[src/rtl/vram_draw_if.sv]
// Command, sprite-fetch and VRAM port bundle for the sprite/clear draw engine.
interface vram_draw_if #(
    parameter int MEM_AW = 12
);
    // command handshake
    logic              cmd_valid;
    logic              cmd_ready;
    logic              cmd_op;
    logic [6:0]        cmd_x;
    logic [5:0]        cmd_y;
    logic [3:0]        cmd_n;
    logic [MEM_AW-1:0] cmd_addr;
    logic [1:0]        cmd_planes;
    // sprite memory
    logic              mem_rd;
    logic [MEM_AW-1:0] mem_addr;
    logic [7:0]        mem_data;
    // VRAM port
    logic [6:0]        vram_hpos;
    logic [5:0]        vram_vpos;
    logic [1:0]        vram_pixeli;
    logic [1:0]        vram_pixelo;
    logic              vram_we;
    // status
    logic              busy;
    logic              done;
    logic              collision;

    modport slave (
        input  cmd_valid, cmd_op, cmd_x, cmd_y, cmd_n, cmd_addr, cmd_planes,
        input  mem_data, vram_pixelo,
        output cmd_ready, mem_rd, mem_addr,
        output vram_hpos, vram_vpos, vram_pixeli, vram_we,
        output busy, done, collision
    );

    modport master (
        output cmd_valid, cmd_op, cmd_x, cmd_y, cmd_n, cmd_addr, cmd_planes,
        output mem_data, vram_pixelo,
        input  cmd_ready, mem_rd, mem_addr,
        input  vram_hpos, vram_vpos, vram_pixeli, vram_we,
        input  busy, done, collision
    );
endinterface

[src/rtl/vram_draw_ctrl.sv]
// Sprite draw / screen clear engine for a 128x64, 2-bit-per-pixel VRAM.
// DRAW XORs an 8-pixel-wide sprite (one byte per row) into VRAM with
// read-modify-write per pixel, clipping at the right/bottom edges and
// flagging collisions; CLEAR writes zero to every pixel.
module vram_draw_ctrl #(
    parameter int MEM_AW = 12
) (
    input  logic        clk,
    input  logic        reset_n,
    vram_draw_if.slave  bus
);
    typedef enum logic [2:0] {IDLE, CLEAR, FETCH, FWAIT, PRD, PWR, DONE} state_t;

    state_t            state;
    logic [6:0]        x_q;
    logic [5:0]        y_q;
    logic [3:0]        n_q;
    logic [MEM_AW-1:0] addr_q;
    logic [1:0]        planes_q;
    logic [3:0]        row;
    logic [2:0]        col;
    logic [7:0]        shreg;
    logic              hclip;
    logic              vclip;
    logic              rdy_q;
    logic              we_q;
    logic              busy_q;
    logic              done_q;
    logic              coll_q;
    logic              mem_rd_q;
    logic [MEM_AW-1:0] mem_addr_q;
    logic [6:0]        hpos;
    logic [5:0]        vpos;

    // Pixel position of the column entering PRD: column 0 from FWAIT,
    // column+1 from PWR. The extra top bit flags a clipped pixel.
    logic [7:0] h_sum;
    logic [6:0] v_sum;
    assign h_sum = {1'b0, x_q} + ((state == PWR) ? ({5'd0, col} + 8'd1) : 8'd0);
    assign v_sum = {1'b0, y_q} + {3'd0, row};

    // Gating with reset_n keeps a write from landing on the reset edge
    // and holds cmd_ready low while reset is asserted.
    assign bus.cmd_ready   = rdy_q & reset_n;
    assign bus.vram_we     = we_q & reset_n;
    assign bus.vram_pixeli = (state == PWR) ?
                             (bus.vram_pixelo ^ ({2{shreg[7]}} & planes_q)) : 2'b00;
    assign bus.vram_hpos   = hpos;
    assign bus.vram_vpos   = vpos;
    assign bus.mem_rd      = mem_rd_q;
    assign bus.mem_addr    = mem_addr_q;
    assign bus.busy        = busy_q;
    assign bus.done        = done_q;
    assign bus.collision   = coll_q;

    // Main FSM; outputs are registered alongside the state they belong to.
    always_ff @(posedge clk) begin
        if (!reset_n) begin
            state      <= IDLE;
            rdy_q      <= 1'b1;
            busy_q     <= 1'b0;
            done_q     <= 1'b0;
            coll_q     <= 1'b0;
            mem_rd_q   <= 1'b0;
            mem_addr_q <= '0;
            we_q       <= 1'b0;
            hpos       <= '0;
            vpos       <= '0;
            row        <= '0;
            col        <= '0;
            hclip      <= 1'b0;
            vclip      <= 1'b0;
        end else begin
            case (state)
                IDLE: begin
                    if (bus.cmd_valid && rdy_q) begin
                        x_q      <= bus.cmd_x;
                        y_q      <= bus.cmd_y;
                        n_q      <= bus.cmd_n;
                        addr_q   <= bus.cmd_addr;
                        planes_q <= bus.cmd_planes;
                        coll_q   <= 1'b0;
                        busy_q   <= 1'b1;
                        rdy_q    <= 1'b0;
                        if (!bus.cmd_op) begin
                            state <= CLEAR;
                            hpos  <= '0;
                            vpos  <= '0;
                            we_q  <= 1'b1;
                        end else begin
                            // An empty sprite spends one bus-quiet cycle in
                            // FETCH before finishing.
                            state      <= FETCH;
                            row        <= '0;
                            mem_rd_q   <= (bus.cmd_n != 4'd0);
                            mem_addr_q <= bus.cmd_addr;
                        end
                    end
                end
                CLEAR: begin
                    {vpos, hpos} <= {vpos, hpos} + 13'd1;
                    if ({vpos, hpos} == 13'h1FFF) begin
                        we_q   <= 1'b0;
                        done_q <= 1'b1;
                        state  <= DONE;
                    end
                end
                FETCH: begin
                    mem_rd_q <= 1'b0;
                    if (n_q == 4'd0) begin
                        done_q <= 1'b1;
                        state  <= DONE;
                    end else begin
                        state <= FWAIT;
                    end
                end
                FWAIT: begin
                    shreg <= bus.mem_data;
                    col   <= '0;
                    hpos  <= h_sum[6:0];
                    hclip <= h_sum[7];
                    vpos  <= v_sum[5:0];
                    vclip <= v_sum[6];
                    state <= PRD;
                end
                PRD: begin
                    we_q  <= shreg[7] & ~hclip & ~vclip;
                    state <= PWR;
                end
                PWR: begin
                    we_q  <= 1'b0;
                    if (we_q && ((bus.vram_pixelo & planes_q) != 2'b00))
                        coll_q <= 1'b1;
                    shreg <= {shreg[6:0], 1'b0};
                    if (col == 3'd7) begin
                        if (row == n_q - 4'd1) begin
                            done_q <= 1'b1;
                            state  <= DONE;
                        end else begin
                            row        <= row + 4'd1;
                            mem_rd_q   <= 1'b1;
                            mem_addr_q <= addr_q + MEM_AW'(row) + MEM_AW'(1);
                            state      <= FETCH;
                        end
                    end else begin
                        col   <= col + 3'd1;
                        hpos  <= h_sum[6:0];
                        hclip <= h_sum[7];
                        state <= PRD;
                    end
                end
                DONE: begin
                    done_q <= 1'b0;
                    busy_q <= 1'b0;
                    rdy_q  <= 1'b1;
                    state  <= IDLE;
                end
                default: state <= IDLE;
            endcase
        end
    end
endmodule

[src/flat_wrapper.sv]
// flat-port wrapper written by rule: the top's interface ports become plain ports
module vram_draw_ctrl_flat 
#(
    parameter int MEM_AW = 12
)
  (clk, reset_n, bus_cmd_valid, bus_cmd_op, bus_cmd_x, bus_cmd_y, bus_cmd_n, bus_cmd_addr, bus_cmd_planes, bus_mem_data, bus_vram_pixelo, bus_cmd_ready, bus_mem_rd, bus_mem_addr, bus_vram_hpos, bus_vram_vpos, bus_vram_pixeli, bus_vram_we, bus_busy, bus_done, bus_collision);
  vram_draw_if #(.MEM_AW(MEM_AW)) bus_i ();
  input  logic clk;
  input  logic reset_n;
  input wire logic [$bits(bus_i.cmd_valid)-1:0] bus_cmd_valid;
  input wire logic [$bits(bus_i.cmd_op)-1:0] bus_cmd_op;
  input wire logic [$bits(bus_i.cmd_x)-1:0] bus_cmd_x;
  input wire logic [$bits(bus_i.cmd_y)-1:0] bus_cmd_y;
  input wire logic [$bits(bus_i.cmd_n)-1:0] bus_cmd_n;
  input wire logic [$bits(bus_i.cmd_addr)-1:0] bus_cmd_addr;
  input wire logic [$bits(bus_i.cmd_planes)-1:0] bus_cmd_planes;
  input wire logic [$bits(bus_i.mem_data)-1:0] bus_mem_data;
  input wire logic [$bits(bus_i.vram_pixelo)-1:0] bus_vram_pixelo;
  output wire logic [$bits(bus_i.cmd_ready)-1:0] bus_cmd_ready;
  output wire logic [$bits(bus_i.mem_rd)-1:0] bus_mem_rd;
  output wire logic [$bits(bus_i.mem_addr)-1:0] bus_mem_addr;
  output wire logic [$bits(bus_i.vram_hpos)-1:0] bus_vram_hpos;
  output wire logic [$bits(bus_i.vram_vpos)-1:0] bus_vram_vpos;
  output wire logic [$bits(bus_i.vram_pixeli)-1:0] bus_vram_pixeli;
  output wire logic [$bits(bus_i.vram_we)-1:0] bus_vram_we;
  output wire logic [$bits(bus_i.busy)-1:0] bus_busy;
  output wire logic [$bits(bus_i.done)-1:0] bus_done;
  output wire logic [$bits(bus_i.collision)-1:0] bus_collision;
  assign bus_i.cmd_valid = bus_cmd_valid;
  assign bus_i.cmd_op = bus_cmd_op;
  assign bus_i.cmd_x = bus_cmd_x;
  assign bus_i.cmd_y = bus_cmd_y;
  assign bus_i.cmd_n = bus_cmd_n;
  assign bus_i.cmd_addr = bus_cmd_addr;
  assign bus_i.cmd_planes = bus_cmd_planes;
  assign bus_i.mem_data = bus_mem_data;
  assign bus_i.vram_pixelo = bus_vram_pixelo;
  assign bus_cmd_ready = bus_i.cmd_ready;
  assign bus_mem_rd = bus_i.mem_rd;
  assign bus_mem_addr = bus_i.mem_addr;
  assign bus_vram_hpos = bus_i.vram_hpos;
  assign bus_vram_vpos = bus_i.vram_vpos;
  assign bus_vram_pixeli = bus_i.vram_pixeli;
  assign bus_vram_we = bus_i.vram_we;
  assign bus_busy = bus_i.busy;
  assign bus_done = bus_i.done;
  assign bus_collision = bus_i.collision;
  vram_draw_ctrl #(.MEM_AW(MEM_AW)) u_core (.clk(clk), .reset_n(reset_n), .bus(bus_i));
endmodule
[config.mk]
export PLATFORM = sky130hd
export DESIGN_NAME = vram_draw_ctrl_flat
export DESIGN_NICKNAME = d
export VERILOG_FILES = /design/src/rtl/vram_draw_if.sv /design/src/rtl/vram_draw_ctrl.sv /design/src/flat_wrapper.sv
export SDC_FILE = /design/constraint.sdc
export NUM_CORES = 1
export LEC_CHECK = 0
export CAP_MARGIN = 20
export CELL_PAD_IN_SITES_DETAIL_PLACEMENT = 2
export CELL_PAD_IN_SITES_GLOBAL_PLACEMENT = 2
export CORE_ASPECT_RATIO = 2
export CORE_MARGIN = 5
export CORE_UTILIZATION = 35
export CTS_CLUSTER_SIZE = 28
export DETAILED_ROUTE_END_ITERATION = 8
export GPL_ROUTABILITY_DRIVEN = 0
export PLACE_DENSITY = 0.84
export SLEW_MARGIN = 40
export SYNTH_ARGS = -nofsm -noshare
export SYNTH_HDL_FRONTEND = slang
export SYNTH_SLANG_ARGS = --single-unit
[constraint.sdc]
create_clock -name clk -period 12.6 [get_ports clk]
set_input_delay 2.52 -clock clk [delete_from_list [all_inputs] [get_ports clk]]
set_output_delay 2.52 -clock clk [all_outputs]
set_load 0.05 [all_outputs]
* Yosys cells after proc, flatten, opt, wreduce, memory -nomap -nowiden
Cells that the tools add are included.
** Word-level totals
- Flip-flop bits (word level) :: 82
- Word-level logic and storage cells :: 134
** Operators by class
- Mux-type cells :: 51
- Bitwise logic cells :: 9
- Reductions and logical operators :: 26
- Add/sub/neg operators :: 9
- Eq/ne operators :: 19
** Operators with widths (count)
- 2-to-1 mux 12 bit :: 4
- case mux 7 bit (4 select lines) :: 1
- case mux 12 bit (2 select lines) :: 1
- 2-to-1 mux 7 bit :: 3
- 2-to-1 mux 3 bit :: 6
- case mux 3 bit (6 select lines) :: 1
- case mux 6 bit (3 select lines) :: 1
- 2-to-1 mux 4 bit :: 4
- case mux 8 bit (2 select lines) :: 1
- nonzero test 4 bit :: 4
- 2-to-1 mux 1 bit :: 15
- AND reduction 5 bit :: 3
- != test 2 bit (second input constant) :: 7
- adder 13 x 1 -> 13 bit (second input constant) :: 1
- == test 13 bit (second input constant) :: 1
- adder 12 x 1 -> 12 bit (second input constant) :: 1
- adder 12 x 4 -> 12 bit :: 1
- == test 3 bit (second input constant) :: 4
- 2-to-1 mux 6 bit :: 2
- AND reduction 3 bit :: 3
- adder 7 x 8 -> 8 bit :: 1
- 2-to-1 mux 8 bit :: 1
- case mux 1 bit (2 select lines) :: 4
- case mux 1 bit (4 select lines) :: 2
- 24 further kinds :: 42

* Depth between registers and ports, before layout
- Depth in word-level cells :: 5
- Gate-level depth with buffers :: 15
- Mapped depth without buffers :: 12

* Worst setup path after synthesis
No wires, ideal clock.
- Path kind :: in2out
- From :: input bus_vram_pixelo[0]
- To :: output bus_vram_pixeli[0]
- Cell stages on the path :: 2
- Path slack :: 6.770 ns
- Arrival time :: 3.310 ns
- Cell sequence :: xor2_1 -> nor2_1
** Between the ends
- Word-level cells in the longest chain between the ends :: 2
** Ends and longest elaborated chain
- start: declaration :: RTL line flat_wrapper.sv:18 : input wire logic [$bits(bus_i.vram_pixelo)-1:0] bus_vram_pixelo;
- bitwise XOR 2 bit :: RTL line vram_draw_ctrl.sv:47 : (bus.vram_pixelo ^ ({2{shreg[7]}} & planes_q)) : 2'b00;
- 2-to-1 mux 2 bit :: RTL line vram_draw_ctrl.sv:46 : assign bus.vram_pixeli = (state == PWR) ?
- end: declaration :: RTL line flat_wrapper.sv:24 : output wire logic [$bits(bus_i.vram_pixeli)-1:0] bus_vram_pixeli;
Every way passes these cells.

* Worst setup path after layout
- From :: input reset_n
- To :: output bus_vram_we
** Between the ends
- Word-level cells in the longest chain between the ends :: 1
** Ends and longest elaborated chain
- start: declaration :: RTL line flat_wrapper.sv:9 : input logic reset_n;
- AND 1 bit :: RTL line vram_draw_ctrl.sv:45 : assign bus.vram_we = we_q & reset_n;
- end: declaration :: RTL line flat_wrapper.sv:25 : output wire logic [$bits(bus_i.vram_we)-1:0] bus_vram_we;
Every way passes these cells.

==> out/results.ini <==
[sta]
tightestPinTransition_ns = 0.791
fmax_mhz = 146
final.min_clock_period_ns = 6.86
holdWs_ns = 0.474
slew_headroom = 0.470
rsz0062_at_grt = no
setup_viol = 0
setup_tns_ns = 0
hold_violations = 0
period_share = 0.545
slew_violations = 0
fin_skew_ns = 0.00803

[clock_network]
clock_path_buffers = 2
clk_pin_slew_ns = 0.06
cts_made_buffers = 9
cts_setup_buffers = 0
clock-root-buffer = clkbuf_16
cts_sinks = 82
cts.hold.buffers_added = 0
ctsResizeCount = 0
cts_tree = yes
clock_latency_ns = 0.34
htreeDepth = 3

[critical_path]
rr_worst_depth = 13
timing.rr.end = u_core.bus.vram_hpos[6]$_SDFFE_PN0P_
r2r_slack_ns = 9.31
cp_max_fo = 29
crit_required_ns = 10.08
r2r-start = u_core.state[1]$_SDFFE_PN0P_
crit_path_end_kind = primary output
worst-setup-path-type = in -> out
critPathArrivalTime_ns = 4.34
cp-start-kind = input pin

[placed_design]
io_buffers = 77
hpwl_um = 11400

[synthesis]
synth_commonest_cells = nand2_1 (80), dfxtp_1 (43), a21oi_1 (39), edfxtp_1 (39), nor2_1 (38)
synthesis.nets = 559
async_flop_share = 0
synth_area_leaders = edfxtp_1 (26%), dfxtp_1 (19%), nand2_1 (6.7%)
synth_ff_type = dfxtp_1
yosysWarnings = 0
synth_top_area_share = 0.261
ys_seq_elements = 82
ys_types = 61
synthesis.area_um2 = 4490
yosysMostFrequentCell = nand2_1
synth_edf_count = 39
synth_top_area_cell = edfxtp_1
netlist_instances = 488
post_synth.cell_area_avg_um2 = 9.21
seq_area_frac_synth = 0.452

[cells_and_area]
fin_nets = 629
layout-drive-gt1-share = 0.0551
syn2layout_area_growth_pct = 26.0
antenna_cells = 0
num-fill-cells = 1378

[floorplanning]
start_util = 0.356
rows = 58
ios = 78
die-area_um2 = 15300
core_area_um2 = 12600
chipWidth_um = 90.1
dieHeight_um = 170

[pwr]
vdd_ir_drop_max_mv = 0.0923
cellLeakagePower_nw = 2.17
total_power_w = 0.00102
cellPowerDensity_nw_per_um2 = 180

[worst_hold_path]
hold_depth = 2
worstHoldStart = u_core.hclip$_SDFFE_PN0P_
min_to = u_core.hclip$_SDFFE_PN0P_
holdCritPathClass = reg -> reg

[routing]
final_antenna_net_count = 0
firstDrtPassIters = 4
first_iter_violations = 121
drc = 0
vias_per_cell = 5.64
drt_wl_total_um = 15100
vias = 4019
routedWlPerCell_um = 21.1

[global_route]
grt.overflow.total = 0
grt_util_all_layers = 0.196
grt_max_degree = 30
grt_pass1_vias = 4614
grt_pass1_wl_um = 24000
antenna_found_initial = 0

[flow_run]
maxCapViolCount = 0

[outcome]
status = completed

## stage by stage
stage               cell area [um^2]  utilization  instances  setup WS [ns]
global placement                5390        0.427        697           5.73
finish                          5660        0.448        713           5.74
CTS                             5660        0.448        713           5.74
floorplan                       4490            -        488           6.77
global route                    5660        0.448        713           5.70
detailed placement              5390        0.427        697           5.74
## power by group
| group | total, W | switching [W] | internal, W | leakage [nW] |
|---|---|---|---|---|
| registers | 0.000357 | 0.0000327 | 0.000324 | 0.706 |
| clock network | 0.000240 | 0.000108 | 0.000132 | 0.128 |
| logic | 0.000422 | 0.000282 | 0.000139 | 1.33 |
| total | 0.00102 | 0.000423 | 0.000596 | 2.17 |
## cell families (layout without fill, tap and decap cells)
logic type	Yosys count	count (layout)	synth area share
buffers and inverters	36	111	0.0340
multiplexers	4	4	0.00891
XOR/XNOR	23	23	0.0482
adder cells (fa/ha/maj)	26	26	0.0774
AO/OA/AOI/OAI	122	122	0.178
AND/OR/NAND/NOR	195	195	0.201
flip-flops	82	82	0.452
## state kept, by name, summed over array words and instances (netlist names), 6 cells and up
signal / count
u_core.bus.vram_hpos: 7
u_core.shreg: 8
u_core.bus.mem_addr: 12
u_core.addr_q: 12
u_core.x_q: 7
u_core.y_q: 6
u_core.bus.vram_vpos: 6
## per-layer routing
metal	part of all wire	vias up	routed length, um	global-route usage
met4	0.028	0	418	0.0784
met3	0.022	29	325	0.0248
met2	0.60	72	9050	0.409
met5	0	-	0	0
li1	-	1892	-	-
met1	0.35	2026	5270	0.186
## critical path: stages
cell             delay, ns
clkdlybuf4s50_1       0.45
buf_4                 0.34
and2_1                0.19
clkdlybuf4s50_1       0.82
## worst max-delay path by stage
stage / endpoint / start / slack [ns] / depth (start not counted)
5_1_grt: bus_vram_we / reset_n / 5.70 / 4
2_1_floorplan: bus_vram_pixeli[0] / bus_vram_pixelo[0] / 6.77 / 2
3_3_place_gp: bus_vram_we / reset_n / 5.73 / 4
3_5_place_dp: bus_vram_we / reset_n / 5.74 / 4
4_1_cts: bus_vram_we / reset_n / 5.74 / 4
6_report: bus_vram_we / reset_n / 5.74 / 4
## final cells by class
type                    instances  area (um^2)  share of cell area
repair buffers                 82          808               0.143
inverters                      13         48.8             0.00862
flip-flops and latches         82         2030               0.359
multi-input cells             370         2320               0.410
clock inverters                 6         35.0             0.00619
well taps                     150          188              0.0331
clock buffers                  10          229              0.0404
## layout by cell type, fill, tap and decap left out, types with 6 or more instances in the layout
| master | instances |
|---|---|
| nand2_1 | 80 |
| clkdlybuf4s50_1 | 77 |
| dfxtp_1 | 43 |
| edfxtp_1 | 39 |
| a21oi_1 | 38 |
| nor2_1 | 37 |
| o21ai_0 | 28 |
| ha_1 | 23 |
| nand3_1 | 21 |
| inv_1 | 12 |
| xnor2_1 | 12 |
| nor3_1 | 11 |
| xor2_1 | 10 |
| clkbuf_16 | 9 |
| nor2b_1 | 7 |
| a21o_1 | 7 |
| o211ai_1 | 7 |
| and2_1 | 6 |
(Power assumes the default switching activity.)
